`src/rtl/mod_n_down_counter.sv`:
```
// Programmable modulo-MOD down counter with auto-reload or one-shot expiry,
// a combinational terminal-count strobe for borrow-chain cascading, and a sticky done flag.
module mod_n_down_counter #(
    parameter int unsigned MOD   = 6,
    parameter int unsigned WIDTH = 3
) (
    input  logic             clk,
    input  logic             clr,
    input  logic             en,
    input  logic             load,
    input  logic [WIDTH-1:0] load_val,
    input  logic             auto_reload,
    output logic [WIDTH-1:0] count,
    output logic             tc,
    output logic             done
);

    localparam logic [WIDTH-1:0] MAX = WIDTH'(MOD - 1);

    logic             at_zero;
    logic [WIDTH-1:0] load_clamped;
    logic [WIDTH-1:0] count_next;
    logic             done_next;

    always_comb begin
        at_zero      = (count == '0);
        load_clamped = (load_val > MAX) ? MAX : load_val;
        // Borrow-out only on a real wrap/expiry decision; a load pre-empts it.
        tc           = en & ~load & ~done & at_zero;
    end

    always_comb begin
        count_next = count;
        done_next  = done;
        if (load) begin
            count_next = load_clamped;
            done_next  = 1'b0;
        end else if (en && !done) begin
            if (!at_zero) begin
                count_next = count - WIDTH'(1);
            end else if (auto_reload) begin
                count_next = MAX;
            end else begin
                done_next = 1'b1;
            end
        end
    end

    always_ff @(posedge clk or posedge clr) begin
        if (clr) begin
            count <= MAX;
            done  <= 1'b0;
        end else begin
            count <= count_next;
            done  <= done_next;
        end
    end

endmodule

```
`config.mk`:
```
export PLATFORM = sky130hd
export DESIGN_NAME = mod_n_down_counter
export DESIGN_NICKNAME = d
export VERILOG_FILES = /design/src/rtl/mod_n_down_counter.sv
export SDC_FILE = /design/constraint.sdc
export NUM_CORES = 1
export LEC_CHECK = 0
export ABC_AREA = 1
export CAP_MARGIN = 15
export CORE_AREA = 2 2 39 41
export CTS_CLUSTER_DIAMETER = 30
export DETAILED_ROUTE_END_ITERATION = 10
export DIE_AREA = 0 0 41 43
export PLACE_DENSITY = 0.57
export SLEW_MARGIN = 20
export SYNTH_ARGS = -nofsm -noshare
export SYNTH_HDL_FRONTEND = slang
export SYNTH_SLANG_ARGS = --single-unit
```
`constraint.sdc`:
```
create_clock -name clk -period 2.8 [get_ports clk]
set_clock_uncertainty 0.2 [all_clocks]
set_input_delay 0.56 -clock clk [delete_from_list [all_inputs] [get_ports clk]]
set_output_delay 0.56 -clock clk [all_outputs]
set_load 0.02 [all_outputs]
```
==> key figures <==
Clock tree
  – Clk buf depth: 2
  – Hold_buf cts: 0
  – Htree depth: 1
  – CTS tree: yes
  – Root Buffer: clkbuf_4
  – Worst-skew pair later-pin latency: 0.24 ns
  – TritonCTS Buffers: 3
  – Post-CTS Setup Repair Bufs: 0
  – Post-CTS Resized: 0
  – Clock Sinks: 4
  – Clock slew at reported path FFs: 0.04 ns

Global route
  – Gr ovfl total: 0
  – Vias in the first global route: 264
  – GRT Total Usage: 0.0845
  – Antenna violations before repair: 0
  – Largest net degree at the start of global routing: 8
  – Global-route wire length before repair: 979 um

STA
  – FMAX: 385 MHz
  – Slew Limit Headroom: 0.859
  – Final period utilization: 0.928
  – Slew @ Worst Pin: 0.210 ns
  – Final Setup Violations: 0
  – Fin. max-slew vios: 0
  – Crit path time final: 2.60 ns
  – Endpoints failing hold: 0
  – RSZ-0062 raised after global routing: no
  – Fin Setup TNS: 0 ns

Place
  – Port bufs: 12
  – Final GP Congestion: 0.735
  – HPWL Detailed: 530 um

Pwr
  – PwrDens: 611 mW/mm^2
  – Psw: 0.0996 mW
  – Sequential Power Share: 0.314
  – Power Internal: 0.187 mW
  – Peak supply drop: 0.000248 V
  – Switch share: 0.347
  – Static leakage: 0.243 nW
  – Comb power frac: 0.413
  – Overall Power: 0.287 mW
  – Clock power share: 0.272

Min path
  – Worst min path class: input pin to async pin

Floorplanning
  – Row Count: 14
  – Die Area: 0.00176 sq mm
  – Total core area: 0.00138 sq mm
  – Top-level I/O count: 13
  – Die width: 41 um
  – Die span in y: 43 um
  – Initial core utilization: 0.208

Yosys
  – Syn Inst Count: 47
  – Mean Syn Cell Area: 6.12 sq um
  – Mapped Nets: 56
  – Post-synth EDFFs: 0
  – Top cells by area, synth: nand2_1 (27%), dfstp_2 (18%), dfrtp_1 (17%), nand3_1 (10%), inv_1 (9.1%)
  – Synth Register Bits: 4
  – Count of yosys warnings during synthesis: 0
  – Post-Syn Area: 288 sq um
  – Main flop type after synthesis: dfstp_2
  – Synth top area share: 0.274
  – Post-synthesis async set-or-reset flop share: 1.00
  – Commonest cells in the netlist: nand2_1 (21), inv_1 (7), nand3_1 (6)
  – Cell taking the most area after synthesis: nand2_1
  – Netlist cell types: 11
  – Sequential fraction of the synthesis area: 0.357
  – Most numerous cell in the Yosys netlist: nand2_1

Cells and area
  – Nets@finish: 75
  – N_diodes: 0
  – Share of post-route cells with drive strength above 1: 0.138
  – Area growth syn-to-layout: 63.0%
  – Core Util, Final: 0.339

Detailed routing
  – Vias: 327
  – Final WL: 637 um
  – Final ANT Viol Nets: 0
  – DR DRC count: 0
  – Wire length per cell: 7.86 um
  – Vias per inst: 4.04
  – Drt pass-1 iters: 3
  – Initial DRC Count: 16

Run status
  – Run status: finished clean

Worst setup path
  – Crit path buffers/inverters: 2
  – Max Fanout on Critical Path: 3
  – Critical-path cell list: clkdlybuf4s50_1 > nand2_1 > nor2_1 > clkdlybuf4s50_1
  – Top cell family by delay on the critical path: buffers and inverters
  – Largest stage delay, worst path: 0.60 ns
  – Most common cell on crit path: clkdlybuf4s50_1
  – R2r setup slk: 1.27 ns
  – Slowest CP cell: clkdlybuf4s50_1
  – CP endpoint kind: primary output
  – Crit start category: input pin
  – WS Path Type: input pin to primary output
  – Arr. time, crit path: 1.84 ns
  – Worst Path Required: 2.04 ns

Flow run
  – Maxcap violations: 0
## per-stage QoR
step | instances | instance area [sq um] | worst slack (ns) | hold slack (ns)
finish | 81 | 469 | 0.201 | 0.305
global route | 81 | 469 | 0.141 | 0.323
CTS | 81 | 469 | 0.191 | 0.301
detailed placement | 77 | 443 | 0.198 | 0.312
global placement | 77 | 443 | 0.189 | 0.298
floorplan | 47 | 288 | 0.848 | 0.125
## layout by cell type, fill, tap and decap left out, drive strengths merged
cell | Yosys | layout
ha | 1 | 1
inv | 8 | 8
a21oi | 1 | 1
nor2 | 4 | 4
dfstp | 2 | 2
clkbuf | 0 | 4
o21ai | 2 | 2
dfrtp | 2 | 2
clkdlybuf4s50 | 0 | 12
buf | 0 | 2
nand2 | 21 | 21
nand3 | 6 | 6
## routing by layer
metal | GRT usage | share of wire | wire length (um)
met5 | 0 | 0 | 0
met4 | 0.0200 | 0 | 0
met3 | 0.0628 | 0.060 | 38
met2 | 0.119 | 0.48 | 308
met1 | 0.100 | 0.45 | 289
## area by class of cell
type	count	area, sq um
Clock buffer	4	26.3
Fill cell	164	915
Inverter	8	30.0
Multi-Input combinational cell	35	155
Sequential cell	4	103
Tap cell	16	20.0
Timing Repair Buffer	14	135
## path summary, 6_finish.rpt
check / to / from / cells past startpoint
setup / recovery: tc / en / 4
hold / removal: count[1]$_DFFE_PP0P_ / clr / 2
setup reg to reg: count[2]$_DFFE_PP1P_ / count[0]$_DFFE_PP1P_ / 7
hold reg to reg: count[1]$_DFFE_PP0P_ / count[1]$_DFFE_PP0P_ / 2
max in group asynchronous: count[0]$_DFFE_PP1P_ / clr / 2
min in group clk: count[1]$_DFFE_PP0P_ / count[1]$_DFFE_PP0P_ / 2
## power by group through the flow
stage	Sequential, mW	Combinational [mW]	Clock [mW]
floorplan	0.105	0.0517	0
global placement	0.0916	0.119	0
detailed placement	0.0918	0.120	0
CTS	0.0912	0.120	0.0817
global route	0.0923	0.131	0.0860
finish	0.0901	0.118	0.0780
## flip-flops by register name, summed over array words and instances, names as in the netlist
name and cells:
done 1, count 3
## cells by family after synthesis
family                     share of synthesized area
buffers and inverters                          0.104
adders and majority gates                     0.0435
and+or+nand+nor                                0.430
DFF                                            0.357
AOI/OAI and AO/OA                             0.0652
Note: power is estimated with default switching activity, not from simulation.
